## config.mk

```make
export PLATFORM = sky130hd
export DESIGN_NAME = seg7_scan_mux_flat
export DESIGN_NICKNAME = d
export VERILOG_FILES = /design/src/rtl/seg7_scan_mux_if.sv /design/src/rtl/seg7_scan_mux.sv /design/src/flat_wrapper.sv
export SDC_FILE = /design/constraint.sdc
export NUM_CORES = 1
export LEC_CHECK = 0
export CAP_MARGIN = 15
export CORE_UTILIZATION = 55
export CTS_CLUSTER_DIAMETER = 40
export DETAILED_ROUTE_END_ITERATION = 8
export HOLD_SLACK_MARGIN = 0.05
export PLACE_DENSITY = 0.79
export SLEW_MARGIN = 10
export SYNTH_ARGS = -nofsm -noshare
export SYNTH_HDL_FRONTEND = slang
export SYNTH_SLANG_ARGS = --single-unit
```

## constraint.sdc

```tcl
create_clock -name clk -period 2.95 [get_ports clk]
set_clock_uncertainty 0.15 [all_clocks]
set_input_delay 0.295 -clock clk [delete_from_list [all_inputs] [get_ports clk]]
set_output_delay 0.295 -clock clk [all_outputs]
set_load 0.01 [all_outputs]
```

## src/rtl/seg7_scan_mux_if.sv

```systemverilog
// Load-side bus of the 7-segment scan driver: value/load from the counter stage,
// pending status back to it.
interface seg7_scan_mux_if;
  logic [15:0] value;
  logic        load;
  logic        pending;

  modport master (output value, output load, input pending);
  modport slave  (input value, input load, output pending);
endinterface

```

## src/rtl/seg7_scan_mux.sv

```systemverilog
// Four-digit multiplexed 7-segment driver with frame-synchronous value commit.
// Optional build macro: SEG7_LZ_BLANK_EN enables leading-zero suppression.
module seg7_scan_mux #(
  parameter int REFRESH_DIV = 10000
) (
  input  logic                  clk,
  input  logic                  rst_n,
  seg7_scan_mux_if.slave        bus,
  input  logic [3:0]            dp_in,
  input  logic                  blank,
  output logic [6:0]            segments,
  output logic                  dp,
  output logic [3:0]            digit_en,
  output logic                  frame_start
);

  localparam int CW = (REFRESH_DIV > 2) ? $clog2(REFRESH_DIV) : 1;
  localparam logic [CW-1:0] TC = CW'(REFRESH_DIV - 1);

  logic [CW-1:0] presc;
  logic [1:0]    idx;
  logic [15:0]   display_reg;
  logic [15:0]   pending_reg;
  logic          pending_q;
  logic          wrap_q;

  logic          tc;
  logic          wrap;
  logic [3:0]    nib;
  logic          suppress;
  logic          show;

  function automatic logic [6:0] hex7(input logic [3:0] n);
    case (n)
      4'h0: hex7 = 7'h3F;
      4'h1: hex7 = 7'h06;
      4'h2: hex7 = 7'h5B;
      4'h3: hex7 = 7'h4F;
      4'h4: hex7 = 7'h66;
      4'h5: hex7 = 7'h6D;
      4'h6: hex7 = 7'h7D;
      4'h7: hex7 = 7'h07;
      4'h8: hex7 = 7'h7F;
      4'h9: hex7 = 7'h6F;
      4'hA: hex7 = 7'h77;
      4'hB: hex7 = 7'h7C;
      4'hC: hex7 = 7'h39;
      4'hD: hex7 = 7'h5E;
      4'hE: hex7 = 7'h79;
      default: hex7 = 7'h71;
    endcase
  endfunction

  assign tc          = (presc == TC);
  assign wrap        = tc && (idx == 2'd3);
  assign bus.pending = pending_q;

  always_comb begin
    nib = 4'(display_reg >> {idx, 2'b00});
`ifdef SEG7_LZ_BLANK_EN
    // a digit is a leading zero when it and every higher nibble are zero
    suppress = (idx != 2'd0) && ((display_reg >> {idx, 2'b00}) == 16'd0);
`else
    suppress = 1'b0;
`endif
    show = !blank && !suppress;
  end

  always_ff @(posedge clk or negedge rst_n) begin
    if (!rst_n) begin
      presc       <= '0;
      idx         <= 2'd0;
      display_reg <= 16'd0;
      pending_reg <= 16'd0;
      pending_q   <= 1'b0;
      wrap_q      <= 1'b0;
      segments    <= 7'd0;
      dp          <= 1'b0;
      digit_en    <= 4'd0;
      frame_start <= 1'b0;
    end else begin
      presc  <= tc ? '0 : presc + CW'(1);
      if (tc) idx <= idx + 2'd1;
      wrap_q <= wrap;

      // a load landing on the wrap cycle bypasses the pending register
      if (wrap) begin
        if (bus.load)
          display_reg <= bus.value;
        else if (pending_q)
          display_reg <= pending_reg;
        pending_q <= 1'b0;
      end else if (bus.load) begin
        pending_reg <= bus.value;
        pending_q   <= 1'b1;
      end

      digit_en    <= show ? (4'b0001 << idx) : 4'd0;
      segments    <= show ? hex7(nib) : 7'd0;
      dp          <= show && dp_in[idx];
      frame_start <= wrap_q;
    end
  end

endmodule

```

## src/flat_wrapper.sv

```systemverilog
// flat-port wrapper written by rule: the top's interface ports become plain ports
module seg7_scan_mux_flat 
#(
  parameter int REFRESH_DIV = 10000
)
  (clk, rst_n, dp_in, blank, segments, dp, digit_en, frame_start, bus_value, bus_load, bus_pending);
  seg7_scan_mux_if bus_i ();
  input  logic clk;
  input  logic rst_n;
  input  logic [3:0] dp_in;
  input  logic blank;
  output logic [6:0] segments;
  output logic dp;
  output logic [3:0] digit_en;
  output logic frame_start;
  input wire logic [$bits(bus_i.value)-1:0] bus_value;
  input wire logic [$bits(bus_i.load)-1:0] bus_load;
  output wire logic [$bits(bus_i.pending)-1:0] bus_pending;
  assign bus_i.value = bus_value;
  assign bus_i.load = bus_load;
  assign bus_pending = bus_i.pending;
  seg7_scan_mux #(.REFRESH_DIV(REFRESH_DIV)) u_core (.clk(clk), .rst_n(rst_n), .bus(bus_i), .dp_in(dp_in), .blank(blank), .segments(segments), .dp(dp), .digit_en(digit_en), .frame_start(frame_start));
endmodule
```

== Word level (Yosys, flattened, before mapping) ==
Memory sizes are Yosys's and may differ from the RTL's.
Index checks and enable logic that the tools add are counted.
Word-level totals
  bits in read-only memories: 112
  register bits: 63
  input port bits: 24
  memories: 1
Cells by class
  bitwise logic cells: 1
  reduce and logical (&&, ||, !) cells: 7
  $lt $le $gt $ge: 1
  equality and inequality tests: 2
  muxes and demuxes: 9
  shift operators: 2
  add/sub/neg operators: 2
Memories
  (no name shown): words 16, bits a word 7, read ports 1, clocked after Yosys merged registers in 0, wr ports 0, line seg7_scan_mux.sv:34  | case (n)
Operators with widths (count)
  $mux W16: 2
  $shr A16 B4 Y4: 1
  $add A14 B1 Y14 const B: 1
  $eq A14 B14 Y1 const B: 1
  $mux W14: 1
  $mux W7: 1
  $mux W4: 1
  $reduce_and A2 Y1: 2
  $reduce_bool A2 Y1: 2
  $shl A1 B2 Y4 const A: 1
  $lt A2 B3 Y1 const B: 1
  $mux W1: 3
  $add A2 B1 Y2 const B: 1
  $bmux W1 S2: 1
  $eq A2 B2 Y1 const B: 1
  $logic_and A1 B1 Y1: 2
  $logic_not A1 Y1: 1
  $not A1 Y1: 1

== Logic depth before layout (Yosys ltp) ==
Gate-level depths: netlist of the first run.
  depth after elaboration: 4
  mapped depth: 8
  mapped depth without buffers: 6

== Worst setup path before layout of the first run ==
OpenSTA, ideal clock, no wires.
  path kind: reg2reg
  start point: reg u_core.presc[0]
  end point: reg u_core.pending_reg[10]
  setup slack: 895 ps
  data arrival time: 1780 ps
  data required time: 2675 ps
  period minus slack after synthesis: 2055 ps
  stages on the path, launching flop included: 9
  library setup time: 125 ps
  path through: dfrtp_1 ha_1 nand3_1 and4b_1 buf_6 a21bo_1 buf_6 buf_12 mux2_4
On the way
  word-level cells in the longest chain between the ends: 4
Ends and longest elaborated chain
  from (decl): line seg7_scan_mux.sv:20  | logic [CW-1:0] presc;
  from (signal assigned): line seg7_scan_mux.sv:82  | presc <= tc ? '0 : presc + CW'(1);
  $eq A14 B14 Y1: line seg7_scan_mux.sv:54  | assign tc = (presc == TC);
  $logic_and A1 B1 Y1: line seg7_scan_mux.sv:55  | assign wrap = tc && (idx == 2'd3);
  $not A1 Y1 (no source line)
  $reduce_and A2 Y1 (no source line)
  to (signal assigned): line seg7_scan_mux.sv:94  | pending_reg <= bus.value;
  to (decl): line seg7_scan_mux.sv:23  | logic [15:0] pending_reg;
No other way between the ends.
A chain may end at the register's enable or synchronous reset.

== Final worst setup path of the first run ==
  start point: reg u_core.idx[0]
  end point: reg u_core.segments[0]
On the way
  word-level cells in the longest chain between the ends: 3
Ends and longest elaborated chain
  from (decl): line seg7_scan_mux.sv:21  | logic [1:0] idx;
  from (signal assigned): line seg7_scan_mux.sv:83  | if (tc) idx <= idx + 2'd1;
  $shr A16 B4 Y4: line seg7_scan_mux.sv:59  | nib = 4'(display_reg >> {idx, 2'b00});
  $mem_v2 Z16 W7
  $mux W7: line seg7_scan_mux.sv:99  | segments <= show ? hex7(nib) : 7'd0;
  to (signal assigned): line seg7_scan_mux.sv:99
  to (decl): line seg7_scan_mux.sv:11  | output logic [6:0] segments,
No other way between the ends.

==> reports/qor.yml, run 1 <==
fillers: 370
power_density_nw_per_um2: 460.8
synth-xor-area-share: 0.03731
vias: 1846
clk_latency_ps: 330
placed_area_um2: 3451
antenna_found_initial: 0
fin_area_um2: 3618
first_global_vias: 1814
ys_types: 34
grt_overflow: 0
path_class: "register to register"
tightestPinTransition_ps: 777.1
die_h_um: 76.49
wl_mm: 5.203
p_sw_mw: 0.3840
muxShareOfSynthArea: 0.2399
power.internal_mw: 1.283
p_comb_frac: 0.089
ys_seq_area_frac: 0.5166
diodes: 0
cp.buffers_inverters: 0
clkTransAtPathRegs_ps: 70
drc: 0
layout_min_cycle_time_ps: 2245
required_ps: 3040
synth_edf_count: 0
die_width_um: 76.49
core_um2: 5238
root_buffer: "clkbuf_8"
rsz0062_at_grt: "false"
ys_ff_latch: 63
synth-simple-area-share: 0.08938
slew_viol_final: 0
gp_congestion: 0.8173
syn_area_um2: 3052
crit_chain: "mux4_2 > ha_1 > mux2_2 > a211oi_1"
grt_use_total: 0.1995
crit_path_end_kind: "register"
ioPinCount: 38
dr.first_iter.drc_count: 82
post_cts_resized: 0
status: "finished, final reports clean"
finalHoldViolCount: 0
yosys_most_used_dff: "dfrtp_1"
async_reset_ff_frac: 1.000
h-tree-depth: 3
crit_arrival_ps: 2330
drive_above_1_share: 0.2815
period_share: 0.7609
synth_top_family_by_area: "multiplexers"
ant_nets: 0
cts_buffers: 9
cpPeakStageDelay_ps: 630
start_util: 0.5827
core.rowCount: 26
fp.dieArea_um2: 5851
avgRoutedWirePerCell_um: 15.30
seqCellArea_um2: 1577
finalSetupViolations: 0
hold_class: "register to register"
setup-tns-final_ps: 0
vdd_drop_max_uv: 306.8
synth_compound_area_frac: 0.03403
p_leak_nw: 1.654
multi_input_area_um2: 1360
dr.pass1.iters: 4
cp_max_fo: 8
yosysWarnings: 0
place_hpwl_mm: 3.568
synthCells: 223
synth_nets: 258
grt_pass1_wl_mm: 8.901
power_frac_seq: 0.542
grt_start_max_net_pins: 64
avgSynthCellArea_um2: 13.68
crit_path_start_kind: "register"
relSlewSlack: 0.4820
areaGrowthSynthToFinish_pct: 18.57
vias_per_cell: 5.429
cts.sinks: 63
fmax_ghz: 0.4455
whs_ps: 218.6
clkPwrFrac: 0.369
cts_tree: "done"
worst_path_max_delay_cell: "mux4_2"
clockBufferDepth: 2
swShare: 0.2303
synth_adder_area_share: 0.04510
drv_cap: 0
final_nets: 300
port_buffers: 37
cp_top_family: "multiplexers"
==> logic make-up after synthesis <==
group / Yosys count
buffers and inverters: 16
adder cells (fa/ha/maj): 11
AO/OA/AOI/OAI: 14
flip-flops: 63
AND/OR/NAND/NOR: 49
XOR/XNOR: 13
multiplexers: 57
==> stage by stage <==
step | util | setup WS, ps | std cells | total power [mW]
floorplan | - | 895.3 | 223 | 0.9921
global placement | 0.6589 | 745.3 | 323 | 1.063
detailed placement | 0.6589 | 720.7 | 323 | 1.067
CTS | 0.6909 | 695.3 | 340 | 1.687
global route | 0.6909 | 553.0 | 340 | 1.744
finish | 0.6909 | 705.4 | 340 | 1.667
==> final timing paths <==
kind	cells past startpoint	start	slack [ps]	to
worst max-delay path	4	u_core.idx[0]	710	u_core.segments[0]
worst min-delay path	0	u_core.wrap_q	220	u_core.frame_start
worst max register to register	4	u_core.idx[0]	710	u_core.segments[0]
worst min register to register	0	u_core.wrap_q	220	u_core.frame_start
max in group asynchronous	3	rst_n	1640	u_core.segments[0]
min in group asynchronous	3	rst_n	500	u_core.presc[7]
==> synthesized netlist by cell type (2+ instances only) <==
library cell | number | share of area
nand3_1 | 4 | 0.0066
nand2_1 | 7 | 0.0086
a21oi_1 | 5 | 0.0082
ha_1 | 11 | 0.045
mux2i_1 | 3 | 0.0098
dfrtp_1 | 63 | 0.52
buf_6 | 5 | 0.018
nor4b_1 | 2 | 0.0057
and4_1 | 2 | 0.0057
a211oi_1 | 2 | 0.0049
a311oi_1 | 3 | 0.0086
nor2b_1 | 6 | 0.012
mux2_2 | 39 | 0.14
mux4_2 | 5 | 0.037
inv_1 | 5 | 0.0062
mux2_4 | 10 | 0.049
nor2_1 | 15 | 0.018
nand4_1 | 4 | 0.0082
and2_1 | 2 | 0.0041
xor2_1 | 7 | 0.020
clkbuf_1 | 4 | 0.0049
or2_2 | 2 | 0.0041
xnor2_1 | 6 | 0.017
==> power by group through the flow <==
stage | Sequential [mW] | Combinational, mW | Clock, mW
after floorplan | 0.919 | 0.0727 | 0
after global placement | 0.917 | 0.146 | 0
after detailed placement | 0.919 | 0.148 | 0
after CTS | 0.903 | 0.150 | 0.633
after global routing | 0.906 | 0.160 | 0.679
final | 0.904 | 0.148 | 0.616
==> cell type report <==
class,instances,area share
clock buffer,12,0.03734
clock inverter,4,0.006224
inverter,5,0.005187
multi-input combinational,144,0.3759
sequential,63,0.4357
tap,70,0.02420
timing repair buffer,42,0.1155
==> metal layers <==
metal	vias to the layer above	global-route usage	part of all wire
met3	12	0.03234	0.028
met4	0	0.1192	0.026
met1	920	0.2784	0.49
met5	-	0	0
li1	874	-	-
met2	40	0.2937	0.46
==> worst reg2reg max path, cell delays in order, from the launching register on <==
cell and delay [ps]:
dfrtp_1 550, mux4_2 630, ha_1 310, mux2_2 290, a211oi_1 220
==> what timing repair did <==
item / in CTS / in global routing
hold buffers: 1 / 0
setup buffers: 0 / 0
hold endpoints to repair: 63 / 0
==> layout by cell type (no fill, tap or decap), types with 3 or more instances in the layout <==
cell	n
clkbuf_8	9
nor2_1	15
clkbuf_1	3
mux4_2	5
inv_1	5
nor2b_1	6
xnor2_1	6
nand3_1	4
ha_1	11
a21oi_1	5
nand2_1	7
clkinv_2	3
buf_4	3
dfrtp_1	63
mux2_2	39
mux2i_1	3
xor2_1	7
nand4_1	4
clkdlybuf4s50_1	36
a311oi_1	3
mux2_4	10
Note: power is estimated with default switching activity, not from simulation.
==> run 2, diff against run 1 <==
clock period = 2.33 ns   (was 2.95 ns; I/O delays follow)
==> reports/qor.yml, run 2 (synthesis results as in run 1) <==
final_nets: 302
drive_above_1_share: 0.2978
power_density_nw_per_um2: 636.8
ant_nets: 0
fin_area_um2: 3729
clk_latency_ps: 340
hold_class: "register to register"
finalHoldViolCount: 0
r2r_slack_ps: 190
placed_area_um2: 3491
post_cts_resized: 0
areaGrowthSynthToFinish_pct: 22.18
crit_path_start_kind: "register"
cts_buffers: 9
grt_start_max_net_pins: 28
die_h_um: 76.49
layout_min_cycle_time_ps: 2142
clockBufferDepth: 2
start_util: 0.5827
whs_ps: 212.0
fp.dieArea_um2: 5851
rsz0062_at_grt: "false"
layout_commonest_cell: "dfrtp_1"
ioPinCount: 38
drc: 0
cp_max_fo: 16
power_mw: 2.375
place_hpwl_mm: 3.650
vias: 1819
final_cell_mix: "dfrtp_1, mux2_2, clkdlybuf4s50_1"
post-route-util: 0.7119
tightestPinTransition_ps: 542.6
first_global_vias: 1901
wl_mm: 5.094
grt_use_total: 0.2004
avgRoutedWirePerCell_um: 14.89
gp_congestion: 0.8105
relSlewSlack: 0.6383
crit_path_end_kind: "register"
diodes: 0
root_buffer: "clkbuf_8"
cts.sinks: 63
period_share: 0.9192
required_ps: 2400
crit_arrival_ps: 2210
core_um2: 5238
clkTransAtPathRegs_ps: 70
dr.first_iter.drc_count: 84
dr.pass1.iters: 4
vias_per_cell: 5.319
status: "finished, final reports clean"
p_leak_nw: 1.712
vdd_drop_max_uv: 479.2
antenna_found_initial: 0
h-tree-depth: 3
port_buffers: 37
setup-tns-final_ps: 0
grt_pass1_wl_mm: 8.880
slew_viol_final: 0
fmax_ghz: 0.4669
core.rowCount: 26
cts_tree: "done"
finalSetupViolations: 0
die_width_um: 76.49
drv_cap: 0
grt_overflow: 0
path_class: "register to register"
[run 2: changes by cell type in the layout (fill, tap and decap cells not counted)]
cell,change
clkbuf_8,+5
clkbuf_1,-3
buf_12,+2
clkinv_2,-2
bufinv_16,+1
clkinvlp_4,-1
[run 2: critical path: stages, from the launching register on]
cell	delay, ps
dfrtp_1	440
nor4b_1	350
and4b_1	360
a21bo_1	180
buf_12	170
mux2_2	350
[run 2: per-stage QoR]
stage               setup WS (ps)  cells
finish                      188.3    342
global route                117.8    342
CTS                         170.2    342
detailed placement          238.3    325
global placement            276.7    325
floorplan                   275.3    223
[run 2: worst paths after layout]
path	from	to	cells past startpoint
min in group asynchronous	rst_n	u_core.presc[5]	2
setup reg to reg	u_core.presc[6]	u_core.pending_reg[3]	5
max in group asynchronous	rst_n	u_core.pending_reg[7]	3
hold / removal	u_core.wrap_q	u_core.frame_start	0
hold reg to reg	u_core.wrap_q	u_core.frame_start	0
setup / recovery	u_core.presc[6]	u_core.pending_reg[3]	5
[run 2: timing repair]
action                                 in CTS  in global routing
hold buffers                                1                  0
buffers inserted                            0                  0
endpoints found under the hold margin      22                  0
[run 2: layout make-up]
type | instances | area (um2)
Sequential cell | 63 | 1577
Clock inverter | 2 | 35.03
Tap cell | 70 | 87.58
Fill cell | 398 | 1509
Inverter | 5 | 18.77
Timing Repair Buffer | 44 | 457.9
Multi-Input combinational cell | 144 | 1360
Clock buffer | 14 | 192.7
[run 2: routing by layer]
| metal | track usage | vias up | part of all wire |
|---|---|---|---|
| met4 | 0.1096 | 0 | 0.022 |
| met2 | 0.3090 | 40 | 0.47 |
| met1 | 0.2642 | 893 | 0.48 |
| li1 | - | 875 | - |
| met5 | 0 | - | 0 |
| met3 | 0.04311 | 11 | 0.029 |
[run 2: report_power, final]
part           switching [mW]  internal (mW)  total, mW
Sequential             0.0153           1.13       1.14
Clock                   0.401          0.638       1.04
Combinational          0.0703          0.121      0.191
Total                   0.487           1.89       2.37
==> run 3, diff against run 2 <==
--- a/config.mk
+++ b/config.mk
@@ -8,3 +8,3 @@
 export CAP_MARGIN = 15
-export CORE_UTILIZATION = 55
+export CORE_UTILIZATION = 50
 export CTS_CLUSTER_DIAMETER = 40
@@ -12,3 +12,3 @@
 export HOLD_SLACK_MARGIN = 0.05
-export PLACE_DENSITY = 0.79
+export PLACE_DENSITY = 0.73
 export SLEW_MARGIN = 10
==> constraint.sdc (replaced) <==
create_clock -name clk -period 2.33 [get_ports clk]
set_clock_uncertainty 0.15 [all_clocks]
set_input_delay 0.466 -clock clk [delete_from_list [all_inputs] [get_ports clk]]
set_output_delay 0.466 -clock clk [all_outputs]
set_load 0.01 [all_outputs]
==> reports/qor.yml, run 3 (synthesis results as in run 1) <==
post-route-util: 0.6302
path_class: "register to register"
die_width_um: 80.13
clk_latency_ps: 340
crit_path_start_kind: "register"
wl_mm: 5.201
whs_ps: 212.5
avgRoutedWirePerCell_um: 14.99
core_um2: 5921
crit_arrival_ps: 2270
crit_path_end_kind: "register"
cts_tree: "done"
areaGrowthSynthToFinish_pct: 22.26
drive_above_1_share: 0.2904
status: "finished, final reports clean"
setup-tns-final_ps: 0
tightestPinTransition_ps: 440.3
crit_chain: "mux4_2 > ha_1 > mux2_2 > a211oi_1"
grt_pass1_wl_mm: 8.838
power.internal_mw: 1.910
final_cell_mix: "dfrtp_1, mux2_2, clkdlybuf4s50_1"
first_global_vias: 1873
rsz0062_at_grt: "false"
grt_start_max_net_pins: 64
swShare: 0.2061
final_nets: 302
period_share: 0.9344
gp_congestion: 0.7729
p_sw_mw: 0.4958
start_util: 0.5154
grt_use_total: 0.1893
vdd_drop_max_uv: 594.7
ant_nets: 0
p_comb_frac: 0.080
root_buffer: "clkbuf_8"
relSlewSlack: 0.7056
placed_area_um2: 3497
drc: 0
die_h_um: 80.13
cp_max_fo: 6
ioPinCount: 38
antenna_found_initial: 0
dr.pass1.iters: 6
layout_commonest_cell: "dfrtp_1"
drv_cap: 0
finalHoldViolCount: 0
required_ps: 2420
power_frac_seq: 0.475
p_leak_nw: 1.707
cpPeakStageDelay_ps: 610
clockBufferDepth: 2
vias: 1818
fmax_ghz: 0.4593
fp.dieArea_um2: 6420
clkTransAtPathRegs_ps: 70
worst_path_max_delay_cell: "mux4_2"
slew_viol_final: 0
cp.buffers_inverters: 0
core.rowCount: 28
place_hpwl_mm: 3.559
layout_min_cycle_time_ps: 2177
hold_class: "register to register"
vias_per_cell: 5.239
cts_buffers: 9
dr.first_iter.drc_count: 116
finalSetupViolations: 0
h-tree-depth: 3
diodes: 0
port_buffers: 37
cts.sinks: 63
cp_top_family: "multiplexers"
fin_area_um2: 3731
clkPwrFrac: 0.445
grt_overflow: 0
power_density_nw_per_um2: 644.7
==> run 3: power by group through the flow <==
stage	Sequential [mW]	Clock [mW]	Combinational, mW
detailed placement	1.16	0	0.194
floorplan	1.16	0	0.0921
global placement	1.16	0	0.191
global route	1.15	1.15	0.209
CTS	1.14	1.09	0.197
finish	1.14	1.07	0.192
==> run 3: cell type report <==
| class | count | area [um2] |
|---|---|---|
| sequential | 63 | 1577 |
| fill | 481 | 2190 |
| tap | 75 | 93.84 |
| timing repair buffer | 44 | 457.9 |
| inverter | 5 | 18.77 |
| clock inverter | 3 | 65.06 |
| clock buffer | 13 | 158.9 |
| multi-input combinational | 144 | 1360 |
==> run 3: per-layer routing <==
metal / GRT usage / share of wire
met1: 0.2504 / 0.48
met2: 0.2906 / 0.46
met3: 0.03864 / 0.031
met4: 0.1071 / 0.023
met5: 0 / 0
==> run 3: worst paths after layout <==
kind                            cells after the start                     end  slack, ps          start
worst max register to register                      4      u_core.segments[0]        150  u_core.idx[0]
worst min register to register                      0      u_core.frame_start        210  u_core.wrap_q
max in group asynchronous                           3  u_core.display_reg[13]       1250          rst_n
min in group asynchronous                           3         u_core.presc[5]        500          rst_n
worst max-delay path                                4      u_core.segments[0]        150  u_core.idx[0]
worst min-delay path                                0      u_core.frame_start        210  u_core.wrap_q
==> run 3: timing repair <==
| action | CTS | global route |
|---|---|---|
| buffers inserted | 0 | 0 |
| hold endpoints to repair | 63 | 0 |
| resized for setup | 0 | 0 |
| hold buffers | 1 | 0 |
==> run 3: stage by stage <==
step	setup WS [ps]	std cells	total power [mW]
after floorplan	275.3	223	1.256
after global placement	210.5	330	1.353
after detailed placement	168.1	330	1.358
after CTS	164.5	347	2.430
after global routing	82.08	347	2.503
final	153.0	347	2.406
==> edit (flow settings as in run 1) <==
`REFRESH_DIV` is set to 10000 in 2 places; all go to 2500.
--- a/src/rtl/seg7_scan_mux.sv
+++ b/src/rtl/seg7_scan_mux.sv
@@ -3,3 +3,3 @@
 module seg7_scan_mux #(
-  parameter int REFRESH_DIV = 10000
+  parameter int REFRESH_DIV = 2500
 ) (
--- a/src/flat_wrapper.sv
+++ b/src/flat_wrapper.sv
@@ -3,3 +3,3 @@
 #(
-  parameter int REFRESH_DIV = 10000
+  parameter int REFRESH_DIV = 2500
 )
Check against the original RTL: same outputs for any inputs over 10 cycles, from zero or initial values and one cycle with rst_n low; that may be too few to reach the edited logic, so the function may still have changed.
==> edit against run 1 <==
Synthesized area is 2.7% lower; hold slack worse by 0.019 ns; sequential cell count is 2 lower; first-iteration DRC count is 40% lower; fmax is 0.60% lower; worst setup slack worse by 0.014 ns; via count is 3.6% higher; power is 9.5% higher; die area is 2.6% lower; synthesized cell count is 5.8% higher; design area is 1.1% lower; wire length is 0.25% lower; largest cell class unchanged; highest routed layer unchanged.
==> edit: results (changes against run 1) <==
- Fraction of layout cells with a size suffix above 1: 18.1% (-10 points)
- Later-pin clock latency in the skew report: 0.33 ns (about the same)
- Antenna violations before repair: 0 (unchanged)
- DRT Pass-1 Iters: 4 (unchanged)
- Clk root buf: clkbuf_8
- First-pass GRT wire length: 8600 µm (-3.4%)
- Largest net degree at the start of global routing: 62 (-3.1%)
- Final Net Count: 311 (+3.7%)
- Drt initial violations: 49 (-40%)
- WL/cell: 14.8 µm (-3.4%)
- Worst-path fanout max: 8 (unchanged)
- HP Class: reg2reg
- # resized after CTS: 0 (unchanged)
- Run status: finished, final reports clean
- Top FF cell, synth: dfrtp_1
- Vias in the first global route: 1828 (+0.77%)
- Distinct cells, synth: 35 (+2.9%)
- IO Port Bufs: 37 (unchanged)
- Fin. Hold Viols: 0 (unchanged)
- GP Congestion: 0.799 (-2.3%)
- Total CTS buffers: 9 (unchanged)
- Leakage: 1.60 nW (-3.0%)
- Async SR Flop Fraction: 100% (unchanged)
- Max clock buf depth: 2 (unchanged)
- Slew @ Worst Pin: 0.748 ns (-0.0290 ns)
- Total GRT Usage: 21.1% (+1.2 points)
- Top cells by area, synth: dfrtp_1, mux2i_1, o21ai_0, mux2_4, ha_1
- Ant. Diodes: 0 (unchanged)
- Fin. max-slew vios: 0 (unchanged)
- Pre-CTS WS: 0.699 ns (-0.0214 ns)
- Postcts setup bufs: 0 (unchanged)
- Critical Path AT: 2.35 ns (+0.02 ns)
- Via density: 5.45 (+0.33%)
- HPWL after detailed placement: 3540 µm (-0.79%)
- Max H-tree Level: 3 (unchanged)
- Post-synth top cells: dfrtp_1, o21ai_0, mux2i_1, nor2_1, ha_1
- Yosys Warn Count: 0 (unchanged)
- Final Cycle Share: 76.5% (+0.46 points)
- Seq/Total Area, Yosys: 51.4% (-0.25 points)
- Starting Density: 57.8% (-0.50 points)
- Post-Syn Nets: 271 (+5.0%)
- Reg2reg setup slack: 0.69 ns
- Worst VDD drop: 378 µV (+23%)
- Hold WS: 0.199 ns (-0.0192 ns)
- Clock transition at path regs: 0.07 ns (about the same)
- Net Sw Power: 0.414 mW (+7.9%)
## edit: cell count changes after synthesis, sizes merged, moves of 2 or more
cell    delta
mux2      -31
o21ai     +31
mux2i     +16
clkbuf     +2
dfrtp      -2
nand3      -2
## edit: cells by family (layout without fill, tap and decap cells)
family	after synthesis	count (layout)	share of synthesized area [%]
buffers and inverters	20	65	4.21
and+or+nand+nor	47	47	10.0
AOI/OAI and AO/OA	44	44	8.18
xor gates and xnor gates	11	11	3.24
muxes	42	42	18.3
DFF	61	61	51.4
adders and majority gates	11	11	4.64
## edit: layer usage
layer / global-route usage [%] / vias to the layer above / part of all wire [%]
met5: 0 / - / 0
met4: 11.5 / 0 / 2.7
met3: 5.56 / 15 / 4.0
met2: 31.4 / 41 / 46
met1: 28.3 / 942 / 47
li1: - / 914 / -
## edit: area by class of cell
cell class / count / area, µm²
sequential: 61 / 1530
timing repair buffer: 43 / 413
fill: 410 / 1560
inverter: 6 / 22.5
clock buffer: 11 / 151
tap: 70 / 87.6
multi-input combinational: 155 / 1320
clock inverter: 5 / 58.8
## edit: repair_timing
item / 4_1_cts / 5_1_grt
setup endpoints to repair: 0 / 0
hold endpoints to repair: 61 / 0
hold buffers: 1 / 0
## edit: critical path: stages (launching register included)
cell and delay [ns]:
dfrtp_1 0.58, mux4_2 0.63, ha_1 0.31, mux2_2 0.29
a211oi_1 0.22
## edit: through the flow
step | cell area (µm²) | std cells | utilization (%)
floorplan | 2970 | 236 | -
global placement | 3360 | 334 | 65.3
detailed placement | 3360 | 334 | 65.3
CTS | 3580 | 351 | 69.6
global route | 3580 | 351 | 69.6
finish | 3580 | 351 | 69.6
## edit: power groups by stage
| stage | clock, mW | combinational, mW | sequential, mW |
|---|---|---|---|
| floorplan | 0 | 0.0947 | 0.908 |
| global placement | 0 | 0.172 | 0.907 |
| detailed placement | 0 | 0.176 | 0.908 |
| CTS | 0.772 | 0.178 | 0.893 |
| global route | 0.805 | 0.193 | 0.897 |
| finish | 0.758 | 0.175 | 0.893 |
## edit: worst paths after layout
kind / start / cells past startpoint / end
worst max-delay path: u_core.idx[0]$_DFFE_PN0N_ / 4 / u_core.segments[0]$_DFF_PN0_
worst min-delay path: u_core.wrap_q$_DFF_PN0_ / 0 / u_core.frame_start$_DFF_PN0_
worst max register to register: u_core.idx[0]$_DFFE_PN0N_ / 4 / u_core.segments[0]$_DFF_PN0_
worst min register to register: u_core.wrap_q$_DFF_PN0_ / 0 / u_core.frame_start$_DFF_PN0_
max in group asynchronous: rst_n / 3 / u_core.pending_reg[15]$_DFFE_PN0P_
min in group asynchronous: rst_n / 3 / u_core.pending_reg[0]$_DFFE_PN0P_
